<file path="src/rtl/starfield_fade_stage.sv">
// starfield_fade_stage: frame-paced dithered fade-in/out between starfield generator and VGA pins
module starfield_fade_stage #(
  parameter int FRAMES_PER_STEP  = 2,
  parameter bit SYNC_ACTIVE_HIGH = 1'b1
) (
  input  logic       clk,
  input  logic       reset,
  input  logic       hsync_in,
  input  logic       vsync_in,
  input  logic       display_on,
  input  logic [9:0] hpos,
  input  logic [9:0] vpos,
  input  logic [2:0] rgb_in,
  input  logic       fade_in_req,
  input  logic       fade_out_req,
  output logic       hsync,
  output logic       vsync,
  output logic [2:0] rgb,
  output logic [4:0] level,
  output logic       busy
);
  typedef enum logic [1:0] {DARK, FADE_IN, LIT, FADE_OUT} state_t;
  localparam logic [7:0]  LAST   = 8'(FRAMES_PER_STEP - 1);
  localparam logic        INACT  = ~SYNC_ACTIVE_HIGH;
  // 4x4 Bayer thresholds, nibble index = {vpos[1:0], hpos[1:0]}
  localparam logic [63:0] DITH   = 64'h5D7F_91B3_6E4C_A280;
  state_t     r_state, w_state_nxt;
  logic [4:0] r_level, w_level_nxt, w_up, w_dn, w_b;
  logic [7:0] r_cnt, w_cnt_nxt;
  logic [2:0] r_rgb;
  logic       r_in_pend, r_out_pend, r_vsync_prev, r_hsync, r_vsync, r_busy;
  logic       w_tick, w_in, w_out, w_step, w_dith_on, w_unused;
  assign w_unused  = ^{hpos[9:2], vpos[9:2]};
  assign w_tick    = (vsync_in == SYNC_ACTIVE_HIGH) && (r_vsync_prev == INACT);
  // Requests pending together cancel each other
  assign w_in      = (r_in_pend | fade_in_req) & ~(r_out_pend | fade_out_req);
  assign w_out     = (r_out_pend | fade_out_req) & ~(r_in_pend | fade_in_req);
  assign w_step    = r_cnt == LAST;
  assign w_up      = (r_level == 5'd16) ? 5'd16 : r_level + 5'd1;
  assign w_dn      = (r_level == 5'd0) ? 5'd0 : r_level - 5'd1;
  assign w_b       = {1'b0, DITH[{vpos[1:0], hpos[1:0], 2'b00} +: 4]};
  assign w_dith_on = w_b < r_level;
  assign hsync     = r_hsync;
  assign vsync     = r_vsync;
  assign rgb       = r_rgb;
  assign level     = r_level;
  assign busy      = r_busy;
  // Next fade state, level and frame counter; only a frame tick advances anything
  always_comb begin
    w_state_nxt = r_state;
    w_level_nxt = r_level;
    w_cnt_nxt   = r_cnt;
    if (w_tick)
      case (r_state)
        DARK: if (w_in) begin
          w_state_nxt = FADE_IN;
          w_cnt_nxt   = '0;
        end
        LIT: if (w_out) begin
          w_state_nxt = FADE_OUT;
          w_cnt_nxt   = '0;
        end
        FADE_IN: if (w_out) begin
          w_state_nxt = FADE_OUT;
          w_cnt_nxt   = '0;
        end else begin
          w_cnt_nxt   = w_step ? '0 : r_cnt + 8'd1;
          w_level_nxt = w_step ? w_up : r_level;
          w_state_nxt = (w_step && w_up == 5'd16) ? LIT : FADE_IN;
        end
        default: if (w_in) begin
          w_state_nxt = FADE_IN;
          w_cnt_nxt   = '0;
        end else begin
          w_cnt_nxt   = w_step ? '0 : r_cnt + 8'd1;
          w_level_nxt = w_step ? w_dn : r_level;
          w_state_nxt = (w_step && w_dn == 5'd0) ? DARK : FADE_OUT;
        end
      endcase
  end
  // Fade state registers and request latches; a tick consumes all pending requests
  always_ff @(posedge clk or negedge reset) begin
    if (!reset) begin
      r_state    <= DARK;
      r_level    <= '0;
      r_cnt      <= '0;
      r_busy     <= 1'b0;
      r_in_pend  <= 1'b0;
      r_out_pend <= 1'b0;
    end else begin
      r_state    <= w_state_nxt;
      r_level    <= w_level_nxt;
      r_cnt      <= w_cnt_nxt;
      r_busy     <= (w_state_nxt == FADE_IN) || (w_state_nxt == FADE_OUT);
      r_in_pend  <= w_tick ? 1'b0 : r_in_pend | fade_in_req;
      r_out_pend <= w_tick ? 1'b0 : r_out_pend | fade_out_req;
    end
  end
  // Pixel and sync pipeline: one register stage keeps rgb aligned with the syncs
  always_ff @(posedge clk or negedge reset) begin
    if (!reset) begin
      r_rgb        <= '0;
      r_hsync      <= INACT;
      r_vsync      <= INACT;
      r_vsync_prev <= INACT;
    end else begin
      r_rgb        <= (display_on && w_dith_on) ? rgb_in : 3'd0;
      r_hsync      <= hsync_in;
      r_vsync      <= vsync_in;
      r_vsync_prev <= vsync_in;
    end
  end
endmodule

</file>
<file path="config.mk">
export PLATFORM = sky130hd
export DESIGN_NAME = starfield_fade_stage
export DESIGN_NICKNAME = d
export VERILOG_FILES = /design/src/rtl/starfield_fade_stage.sv
export SDC_FILE = /design/constraint.sdc
export NUM_CORES = 1
export LEC_CHECK = 0
export ABC_AREA = 1
export CORE_MARGIN = 2
export CORE_UTILIZATION = 40
export DETAILED_ROUTE_END_ITERATION = 10
export GPL_ROUTABILITY_DRIVEN = 0
export PLACE_DENSITY_LB_ADDON = 0.2
export SLEW_MARGIN = 10
export SYNTH_ARGS = -nofsm -noshare
export SYNTH_HDL_FRONTEND = slang
export SYNTH_SLANG_ARGS = --single-unit
</file>
<file path="constraint.sdc">
create_clock -name clk -period 3 [get_ports clk]
set_clock_uncertainty 0.1 [all_clocks]
set_input_delay 0.9 -clock clk [delete_from_list [all_inputs] [get_ports clk]]
set_output_delay 0.9 -clock clk [all_outputs]
set_load 0.1 [all_outputs]
</file>
* Yosys cells after proc, flatten, opt, wreduce, memory -nomap -nowiden
Index checks and enable logic that the tools add are counted.
** Operators by class
- Shift-type cells :: 1
- Bitwise logic cells :: 8
- Reductions and logical operators :: 11
- Multiplexer cells :: 24
- Magnitude comparators :: 1
- Equal/unequal tests :: 11
- Add/sub/neg operators :: 3
** Operators by type and width (number)
- $shiftx 64x7->4 const A :: 1
- $mux 8 :: 5
- $mux 5 :: 6
- $pmux 8 s3 :: 1
- $mux 2 :: 7
- $eq 5x5->1 const B :: 2
- $logic_not 5->1 :: 2
- $pmux 5 s2 :: 1
- $add 8x1->8 const B :: 1
- $eq 8x1->1 const B :: 1
- $ne 2x2->1 const B :: 3
- $pmux 2 s3 :: 1
- $add 5x1->5 const B :: 1
- $lt 4x5->1 :: 1
- $reduce_and 5->1 :: 1
- $sub 5x1->5 const B :: 1
- $eq 2x1->1 const B :: 2
- $eq 2x2->1 const B :: 2
- $logic_and 1x1->1 :: 4
- $not 1->1 :: 4
- $mux 3 :: 1
- $reduce_and 3->1 :: 1
- $and 1x1->1 :: 2
- $logic_not 2->1 :: 1
- 5 further kinds :: 7
** Word-level totals
- Register bits after elaboration :: 23
- Word-level logic and storage cells :: 68
- Output and inout bits :: 11

* Longest topological paths before layout
- Depth after elaboration :: 10
- Gate-level depth with buffers :: 11
- Gate-level depth less buffers :: 11

* Worst setup path before layout
OpenSTA, ideal clock, no wires.
- Path type :: reg-to-reg
- Start point :: register r_level[1], in the netlist level[1]
- End point :: register with a tool-made name
- Path buffers :: 0
- Data arrival time :: 2065 ps
- Cell stages (with the launch flop) :: 11
- Setup time :: 121 ps
- Setup slack :: 714 ps
- Path through :: dfrtp_1 > inv_1 > ha_1 > nand2_1 > nand2_1 > o21ai_0 > nand2_1 > nor2_1 > nor2_1 > nor2_1 > a21oi_2
** RTL lines
- start, declared :: line 28 : logic [4:0] r_level, w_level_nxt, w_up, w_dn, w_b;
- start signal, assigned :: line 92 : r_level <= w_level_nxt;

* Final worst setup path
- Start point :: input vsync_in
- End point :: register r_level[0], in the netlist level[0]
** Between the ends
- Longest elaborated chain between the ends :: 2
** Ends and longest elaborated chain
- start, declared :: line 9 : input logic vsync_in,
- $logic_and 1x1->1 :: line 34 : assign w_tick = (vsync_in == SYNC_ACTIVE_HIGH) && (r_vsync_prev == INACT);
- $reduce_and 5->1 (no source line)
No other way between the ends.
A chain may end at the register's enable or synchronous reset.

==> impl_metrics.yaml <==
sta:
  rsz0062_at_grt: "no"
  period_share_pct: 76.09
  hold_violations: 0
  period_needed_ns: 2.283
  worst_pin_slew_ns: 0.3573
  fin_tns_setup_ns: 0
  setup_viol: 0
  relSlewSlack_pct: 76.16
  final_max_slew_viol_count: 0
  max_freq_ghz: 0.4381
die:
  die_height_um: 64.83
  start_util_pct: 41.05
  die_area_sq_mm: 0.004203
  coreArea_sq_mm: 0.003606
  rows: 22
  ioPinCount: 41
  chipWidth_um: 64.83
setup_path:
  ff2ff_setup_slack_ns: 1.20
  cp.arrival_ns: 2.37
  r2r_start: "level[0]"
  critPathKind: "in -> reg"
  cp.required_ns: 3.08
  rr_worst_depth: 11
  cp-end-kind: "flop"
  path_max_fanout: 10
  start_kind: "input pin"
clock_network:
  cts_max_level: 1
  cts_tree: "done"
  clock-sinks: 22
  numCtsBuffers: 3
  clk_path_buf_depth: 2
  cts_resized: 0
  clkSlewWorstSetupHoldPaths_ns: 0.08
  root_buffer: "clkbuf_8"
  insertion_delay_ns: 0.26
  post-cts-setup-buffer-count: 0
  cts_hold_buf: 0
route:
  antenna_left: 0
  drt_iter0_markers: 82
  via_count: 1270
  via_per_inst: 4.669
  drc: 0
  wirelength_um: 2883
  wl_per_cell_um: 10.60
  drt_first_pass_iters: 4
hold_path:
  min_path_cells: 2
  holdCritPathClass: "reg -> reg"
  hold_end: "r_out_pend"
  hp-start: "r_out_pend"
cells_and_area:
  layout_commonest_cell: "nand2_1"
  layout.nets: 262
  final_cell_mix: "36 x nand2_1, 25 x nor2_1, 24 x inv_1"
  diodes: 0
  layout-drive-gt1-share_pct: 19.20
  fill_cells: 357
  final_util_pct: 50.03
  syn2layout_area_growth_pct: 21.89
yosys:
  syn-num-nets: 233
  synth.lib_cells_used.distinct: 28
  ys_seq_area_share_pct: 37.19
  synth_cells: 196
  yosysTopAreaCell: "dfrtp_1"
  synthDominantCellAreaShare_pct: 37.19
  yosysWarnings: 0
  synth_area_sq_mm: 0.001480
  synth_area_per_cell_sq_um: 7.552
  ys_ff_latch: 22
  synthTopCellsByArea: "dfrtp_1 37%, nand2_1 9.1%, nand3_1 6.8%, nor2_1 6.3%, inv_1 6.1%"
placement:
  numPortBuffers: 24
  dp_hpwl_um: 2285
grt:
  grt_pass1_wl_um: 5126
  grt.overflow.total: 0
  grt_max_degree: 23
  antenna_found_initial: 0
  grt_pass1_vias: 1223
  grt_use_total_pct: 15.42
outcome:
  outcome: "finished clean"
flow_run:
  maxCapViolations: 0
power:
  p_leak_nw: 0.9010
  powerDensity_mw_per_mm2: 972.6
  ir_drop_mv: 0.8109
[power breakdown]
group | internal, mW | switching, mW | total [mW]
logic | 0.297 | 0.759 | 1.06
registers | 0.372 | 0.113 | 0.485
clock network | 0.117 | 0.0961 | 0.213
[per-layer routing]
layer / vias to the layer above / wire, um / track usage (%)
met5: - / 0 / 0
li1: 681 / - / -
met2: 20 / 1315 / 26.55
met1: 565 / 1439 / 19.61
met3: 4 / 83 / 2.083
met4: 0 / 44 / 5.585
[through the flow]
stage	area [sq um]	setup slack (ns)	total power, mW	hold slack, ns	std cells
floorplan	1480	0.7137	1.336	0.3713	196
global placement	1749	0.4511	1.545	0.3866	268
detailed placement	1749	0.4456	1.549	0.3996	268
CTS	1804	0.7151	1.769	0.4212	272
global route	1804	0.5858	1.903	0.4708	272
finish	1804	0.7173	1.755	0.4240	272
[cell type report]
cell class | count | area [sq um] | share of cell area [%]
inverters | 35 | 136.4 | 7.559
flip-flops and latches | 22 | 550.5 | 30.51
repair buffers | 25 | 220.2 | 12.21
clock buffers | 4 | 55.05 | 3.051
well taps | 48 | 60.06 | 3.329
multi-input cells | 138 | 782.0 | 43.34
[cells in the mapped netlist]
cell type / instances
o2111ai_1: 1
o21ai_1: 10
nand3_1: 20
nand3_4: 1
nor2_1: 25
nand3_2: 3
nand2_1: 36
nand2_4: 3
nand2_2: 2
a21oi_4: 1
nor2_2: 4
o211ai_1: 2
a21oi_1: 2
nor2_4: 1
o21a_1: 1
inv_2: 9
o22ai_1: 2
ha_1: 7
buf_6: 1
clkinv_4: 1
o21ai_0: 7
a21oi_2: 2
clkinv_1: 1
dfrtp_1: 22
nand4_1: 2
xor2_1: 5
inv_1: 24
and3_1: 1
[state kept, by name, summed over array words and instances (netlist names), named ones only]
register and flops:
vsync 1, level 5, r_in_pend 1, r_out_pend 1
hsync 1, rgb 3, r_cnt 8
[critical path, stage by stage]
cell             delay, ns
clkdlybuf4s50_1       0.47
inv_1                 0.05
nor2_2                0.28
nand3_2               0.14
a21oi_4               0.26
o21ai_1               0.12
o22ai_1               0.14
[logic make-up after synthesis]
family / count (synthesis) / share of synthesized area [%]
compound gates: 28 / 11.67
xor+xnor: 5 / 2.958
fa+ha+maj: 7 / 5.917
buf+inv: 36 / 9.975
flops: 22 / 37.19
simple gates: 98 / 32.29
[worst max path at each step]
stage / startpoint / cells after the start / end
floorplan: level[1] / 10 / flop
global placement: vsync_in / 7 / level[0]
detailed placement: vsync_in / 7 / r_cnt[3]
CTS: vsync_in / 7 / level[0]
global route: vsync_in / 7 / level[0]
finish: vsync_in / 7 / level[0]
Note: power is estimated with default switching activity, not from simulation.
